==> src/rtl/instr_fetch.sv <==
// Instruction fetch stage: PC, single-outstanding imem req/ack handshake and a
// 2-entry instruction queue whose head is presented to decode.
module instr_fetch #(
  parameter logic [15:0] RESET_PC = 16'h0000
) (
  input  logic        clk,
  input  logic        reset,
  output logic        imem_req,
  output logic [15:0] imem_addr,
  input  logic        imem_ack,
  input  logic [15:0] imem_rdata,
  input  logic        stall,
  input  logic        redirect,
  input  logic [15:0] redirect_pc,
  output logic        if_valid,
  output logic [15:0] if_instr,
  output logic [15:0] if_pc,
  output logic [15:0] if_pc_plus2,
  output logic [2:0]  opcode
);

  localparam logic [1:0] IDLE = 2'd0;
  localparam logic [1:0] REQ  = 2'd1;
  localparam logic [1:0] DROP = 2'd2;

  logic [1:0]  state_reg;
  logic [15:0] pc_reg;
  logic [15:0] req_addr_reg;
  logic [1:0]  count_reg;
  logic [15:0] q_pc_reg    [2];
  logic [15:0] q_instr_reg [2];

  logic        pop;
  logic        push;
  logic        space;
  logic [1:0]  wr_idx;
  logic [1:0]  count_next;
  logic [15:0] redirect_target;

  assign redirect_target = redirect_pc & 16'hFFFE;

  assign pop        = if_valid & ~stall & ~redirect;
  assign push       = (state_reg == REQ) & imem_ack & ~redirect;
  // Slot the pushed word lands in, after this cycle's pop has shifted the queue.
  assign wr_idx     = count_reg - {1'b0, pop};
  assign count_next = wr_idx + {1'b0, push};
  assign space      = (count_next < 2'd2);

  assign imem_req    = (state_reg != IDLE);
  assign imem_addr   = req_addr_reg;
  assign if_valid    = (count_reg != 2'd0);
  assign if_instr    = if_valid ? q_instr_reg[0] : 16'h0000;
  assign if_pc       = if_valid ? q_pc_reg[0] : 16'h0000;
  assign if_pc_plus2 = if_valid ? (q_pc_reg[0] + 16'd2) : 16'h0000;
  assign opcode      = if_instr[15:13];

  // Queue storage needs no reset: the outputs are gated by count_reg.
  always_ff @(posedge clk) begin
    for (int i = 0; i < 2; i++) begin
      if (push && (wr_idx == 2'(i))) begin
        q_pc_reg[i]    <= req_addr_reg;
        q_instr_reg[i] <= imem_rdata;
      end else if (pop && (i == 0)) begin
        q_pc_reg[i]    <= q_pc_reg[1];
        q_instr_reg[i] <= q_instr_reg[1];
      end
    end
  end

  always_ff @(posedge clk) begin
    if (reset) begin
      state_reg    <= IDLE;
      pc_reg       <= RESET_PC & 16'hFFFE;
      req_addr_reg <= 16'h0000;
      count_reg    <= 2'd0;
    end else begin
      count_reg <= redirect ? 2'd0 : count_next;
      case (state_reg)
        IDLE: begin
          if (redirect) begin
            pc_reg <= redirect_target;
          end else if (space) begin
            req_addr_reg <= pc_reg;
            pc_reg       <= pc_reg + 16'd2;
            state_reg    <= REQ;
          end
        end
        REQ: begin
          if (redirect) begin
            pc_reg    <= redirect_target;
            state_reg <= imem_ack ? IDLE : DROP;
          end else if (imem_ack) begin
            if (space) begin
              req_addr_reg <= pc_reg;
              pc_reg       <= pc_reg + 16'd2;
            end else begin
              state_reg <= IDLE;
            end
          end
        end
        DROP: begin
          // The in-flight word belongs to the old path; wait it out and discard.
          if (redirect) pc_reg <= redirect_target;
          if (imem_ack) state_reg <= IDLE;
        end
        default: state_reg <= IDLE;
      endcase
    end
  end

endmodule

==> config.mk <==
export PLATFORM = sky130hd
export DESIGN_NAME = instr_fetch
export DESIGN_NICKNAME = d
export VERILOG_FILES = /design/src/rtl/instr_fetch.sv
export SDC_FILE = /design/constraint.sdc
export NUM_CORES = 1
export LEC_CHECK = 0
export ABC_CLOCK_PERIOD_IN_PS = 3600
export CAP_MARGIN = 20
export CORE_ASPECT_RATIO = 1.4
export CORE_UTILIZATION = 52
export CTS_BUF_LIST = sky130_fd_sc_hd__clkbuf_2
export DETAILED_ROUTE_END_ITERATION = 10
export PLACE_DENSITY = 0.83
export SLEW_MARGIN = 0
export SYNTH_ARGS = -nofsm -noshare
export SYNTH_HDL_FRONTEND = slang
export SYNTH_SLANG_ARGS = --single-unit
export TNS_END_PERCENT = 20
==> constraint.sdc <==
create_clock -name clk -period 3.6 [get_ports clk]
set_clock_uncertainty 0.1 [all_clocks]
set_input_delay 1.08 -clock clk [delete_from_list [all_inputs] [get_ports clk]]
set_output_delay 1.08 -clock clk [all_outputs]
set_load 0.02 [all_outputs]
==> results.md <==
- The flow ran to the end, and the final reports show no timing, DRC or antenna violations.
- The number of diodes is 0.
- For this run, the total global-route usage over all layers was measured as 0.248.
- The part of the cycle the worst path needs is 0.984.
- The synthesized area per cell is 11.7 sq um.
- Entering global routing, the biggest net connects 34 pins.
- The static leakage is 2.31 nW.
- The wire length of the first global-routing pass is around 18,000 um.
- The minimum setup slack after placement is -0.256 ns.
- Counting tap cells, the placed design contains a total of 608 instances.
- For the worst flop-to-flop path, the logic depth is 12.
- Of all cell types, the one taking the most synthesized area is sky130_fd_sc_hd__edfxtp_1.
- The number of antenna violations at the first check in global routing is 0.
- For the pin with the worst max-slew slack, the measured transition is approximately 0.55 ns.
- The CTS tree is yes.
- The die is 115 um tall.
- The worst min-delay path category is flop to flop.
- After detailed routing, the average wire length per cell comes to 17.7 um.
- The library cell contributing the largest single delay on the critical path is sky130_fd_sc_hd__edfxtp_1.
- The post-detailed-route DRC marker count is 0.
- Across the run, the number of max-cap violations was 0.
- The die outline width is 82.7 um.
- For flop-to-flop paths, the worst setup slack is 0.61 ns.
- The site row count is 40.
- The relative slew slack is 0.632.
- The number of placed I/O pins is 106.
- The number of failing hold endpoints at the final stage came to 0.
- The worst register-to-register path ends at pc_reg[10].
- The number of antenna-violating nets in the routed design is 0.
- The total clock buffers created by CTS is 9.
- Synthesis handed over a netlist of 406 instances.
- The count of TritonRoute iterations in the first routing pass is 4.
- The final instance count without filler cells is 630.
- The critical path start-end classification is flop to primary output.
- The starting density of the core is 0.545.
- Among all flip-flop cells after synthesis, the most frequent one is sky130_fd_sc_hd__edfxtp_1.
- The worst path setup slack after routing is 0.0570 ns.
- Data on the critical path is required at its endpoint by 2.42 ns.
- During synthesis, Yosys emitted a total of 0 warnings.
- The worst register-to-register path begins at count_reg[1].
- The number of hold buffers added after CTS was 0.
- Of all nets on the critical path, the largest fanout is 6.
- The post-detailed-routing wire length is 11,100 um.
- Across all hold checks on the routed design, the worst slack comes to just over 0.4 ns.
- For the worst-skew pair, the clock arrives at the later sink with an insertion delay of 0.57 ns.
- The synthesized netlist occupies a cell area of about 0.0047 sq mm.
- The weighted congestion at the end of routability-driven global placement is roughly 0.93.
- The top-area cell type share of the netlist area is 0.392.
- Of the cells placed in the final design, the portion with a size suffix greater than 1 is 0.196.
- The final non-filler cell area is 0.00609 sq mm.
- The placed wire-length estimate after detailed placement is 8040 um.
- Together, buffers and inverters on the worst path number 1.
- Compared with the post-synthesis result, the final layout area differs by 28.3%.
- Global routing finished with a remaining overflow of 0.
- The core area is a little under 0.009 sq mm.
- The number of global-route vias before repair is between 3k and 4k.
- The flip-flop count of the largest register, all copies and words added is 32.
- The synthesized design contains 96 register bits.
- Of the synthesized area, sequential elements account for 0.536.
- The type of element capturing the critical path is a primary output.
- The number of I/O port buffers is 101.
- After clock tree synthesis, the clock-pin slew on the worst setup and hold paths is 0.26 ns.
- The fmax is approximately 280 MHz.
- The number of pins exceeding their max-slew limit in the final report was 0.
- Across the VDD grid, the largest voltage drop is ~0.17 mV.
- After synthesis, the share of flip-flops with an asynchronous set or reset is 0.
- The number of nets in the layout is 561.
- The data arrival time of the critical path is 2.36 ns.
- In the post-synthesis netlist, the biggest area contributors are sky130_fd_sc_hd__edfxtp_1 (39%), sky130_fd_sc_hd__dfxtp_1 (14%), sky130_fd_sc_hd__mux2_2 (7.8%), sky130_fd_sc_hd__and2_1 (4.1%), sky130_fd_sc_hd__mux2i_1 (3.4%).
- Setup repair after global routing could not meet its margin everywhere.
- Power spread over the standard cell area amounts to between 300 and 400 mW/mm^2.
- Along the worst hold path, the cell count comes to 0.
- In this run the cell area measured after placement is between 0.005 and 0.006 sq mm.
- On the worst path, the slowest cell contributes a delay of 0.42 ns.
- The kind of cell with the highest combined delay along the critical path is simple AND/OR/NAND/NOR gates.
- The buffer type at the clock tree root is sky130_fd_sc_hd__clkbuf_2.
- The count of distinct cell types in the synthesized netlist is 65.
- The initial DRC count is 237.
- The count of endpoints failing setup in the final report is 0.
- The startpoint type of the worst setup path is a flop.
- The area of the die is ~0.0095 sq mm.
- The routed via count divided by cell count is 5.73.
- The endpoint with the worst hold slack is q_pc_reg[0][19].
- The setup TNS is 0 ns.
- The final critical path time including I/O delays and setup is around 3.5 ns.
- The maximum level of the CTS H-tree is 3.
- The most common cell in the synthesized netlist is sky130_fd_sc_hd__edfxtp_1.
- Ranked by instance count, the synthesized netlist is headed by sky130_fd_sc_hd__edfxtp_1 (62), sky130_fd_sc_hd__nor2_1 (36), sky130_fd_sc_hd__dfxtp_1 (34).
- The via count is roughly 3.6k.
- The synthesized design contains 62 enable-type register cells.
- The sink count of the clock tree is 96.
- The fill cell total of the finished layout is slightly below 700.
- The critical path goes through nand2_1, nor3_2, nor3b_2, mux2_2, dlygate4sd2_1.
- Counting along the longest clock path gives a buffer depth of 2.
- The worst hold path begins at imem_addr[3].
==> kinds of logic after synthesis <==
logic type	count (synthesis)	synth area share
other	1	0.000790
XOR/XNOR	12	0.0253
AO/OA/AOI/OAI	53	0.0891
flip-flops	96	0.536
multiplexers	50	0.114
buffers and inverters	40	0.0522
AND/OR/NAND/NOR	150	0.172
adder cells (fa/ha/maj)	4	0.0105
==> where the power goes <==
| part | leakage (nW) | internal, W | switching [W] |
|---|---|---|---|
| sequential | 0.860 | 0.00120 | 0.0000353 |
| combinational | 1.37 | 0.000126 | 0.000114 |
| clock | 0.0733 | 0.000168 | 0.000384 |
==> per-layer routing <==
layer | vias to the layer above | GRT usage | routed length, um
li1 | 1722 | - | -
met1 | 1742 | 0.291 | 4390
met2 | 126 | 0.441 | 5970
met3 | 18 | 0.0452 | 571
met4 | 0 | 0.0943 | 188
met5 | - | 0 | 0
==> placed cells by master (no fill, tap or decap), drive strengths merged, types with 3 or more instances in the layout <==
cell type      instances
dfxtp                 34
mux2                  34
or3                    4
edfxtp                62
buf                   27
nor3                   9
inv                   16
a21oi                  8
xnor2                  9
nand4                  8
nor4                   7
nand2                 19
o31a                   4
clkbuf                14
ha                     4
a211oi                 7
and4                   4
nand3                 14
nor2b                  4
and3                   5
conb                   3
mux2i                 16
o21ai                  8
clkdlybuf4s50         91
nor2                  37
o32ai                  6
and2                  31
dlymetal6s2s           3
==> worst max-delay path by stage <==
stage / slack (ns) / cells past startpoint / end / from
3_5_place_dp: -0.26 / 11 / pc_reg[12] / redirect
3_3_place_gp: -0.18 / 11 / pc_reg[10] / redirect
4_1_cts: 0.006 / 6 / if_pc_plus2[8] / q_pc_reg[0][1]
5_1_grt: -0.06 / 5 / if_pc_plus2[14] / q_pc_reg[0][7]
6_report: 0.06 / 5 / if_pc_plus2[14] / q_pc_reg[0][6]
2_1_floorplan: 0.19 / 6 / q_instr_reg[0][16] / redirect
==> timing repair <==
item                       4_1_cts  5_1_grt
gates resized for setup         13       15
setup endpoints to repair       27       34
pin swaps                        2        0
setup buffers                    6        0
==> worst register-to-register path, stage by stage, from the launching register on <==
cell and delay (ns):
sky130_fd_sc_hd__dfxtp_1 0.44, sky130_fd_sc_hd__nor2_1 0.09, sky130_fd_sc_hd__buf_4 0.20, sky130_fd_sc_hd__or3_4 0.34, sky130_fd_sc_hd__inv_1 0.07, sky130_fd_sc_hd__ha_1 0.24
sky130_fd_sc_hd__inv_1 0.08, sky130_fd_sc_hd__ha_1 0.15, sky130_fd_sc_hd__xnor3_2 0.48, sky130_fd_sc_hd__a21oi_4 0.36, sky130_fd_sc_hd__buf_4 0.21, sky130_fd_sc_hd__a211oi_1 0.05
sky130_fd_sc_hd__o32ai_1 0.11
==> through the flow <==
stage | util | power [W]
floorplan | - | 0.00139
global placement | 0.678 | 0.00149
detailed placement | 0.678 | 0.00150
CTS | 0.700 | 0.00204
global route | 0.699 | 0.00211
finish | 0.699 | 0.00203
==> cell type report <==
class                           count  area (sq um)  share of cell area
Sequential cell                    96          2540               0.418
Multi-Input combinational cell    272          2000               0.328
Timing Repair Buffer              128          1250               0.205
Tap cell                          105           131              0.0216
Clock inverter                      7          77.6              0.0127
Inverter                           13          48.8             0.00801
Clock buffer                        9          45.0             0.00740
Power figures use the tool's default switching activity.
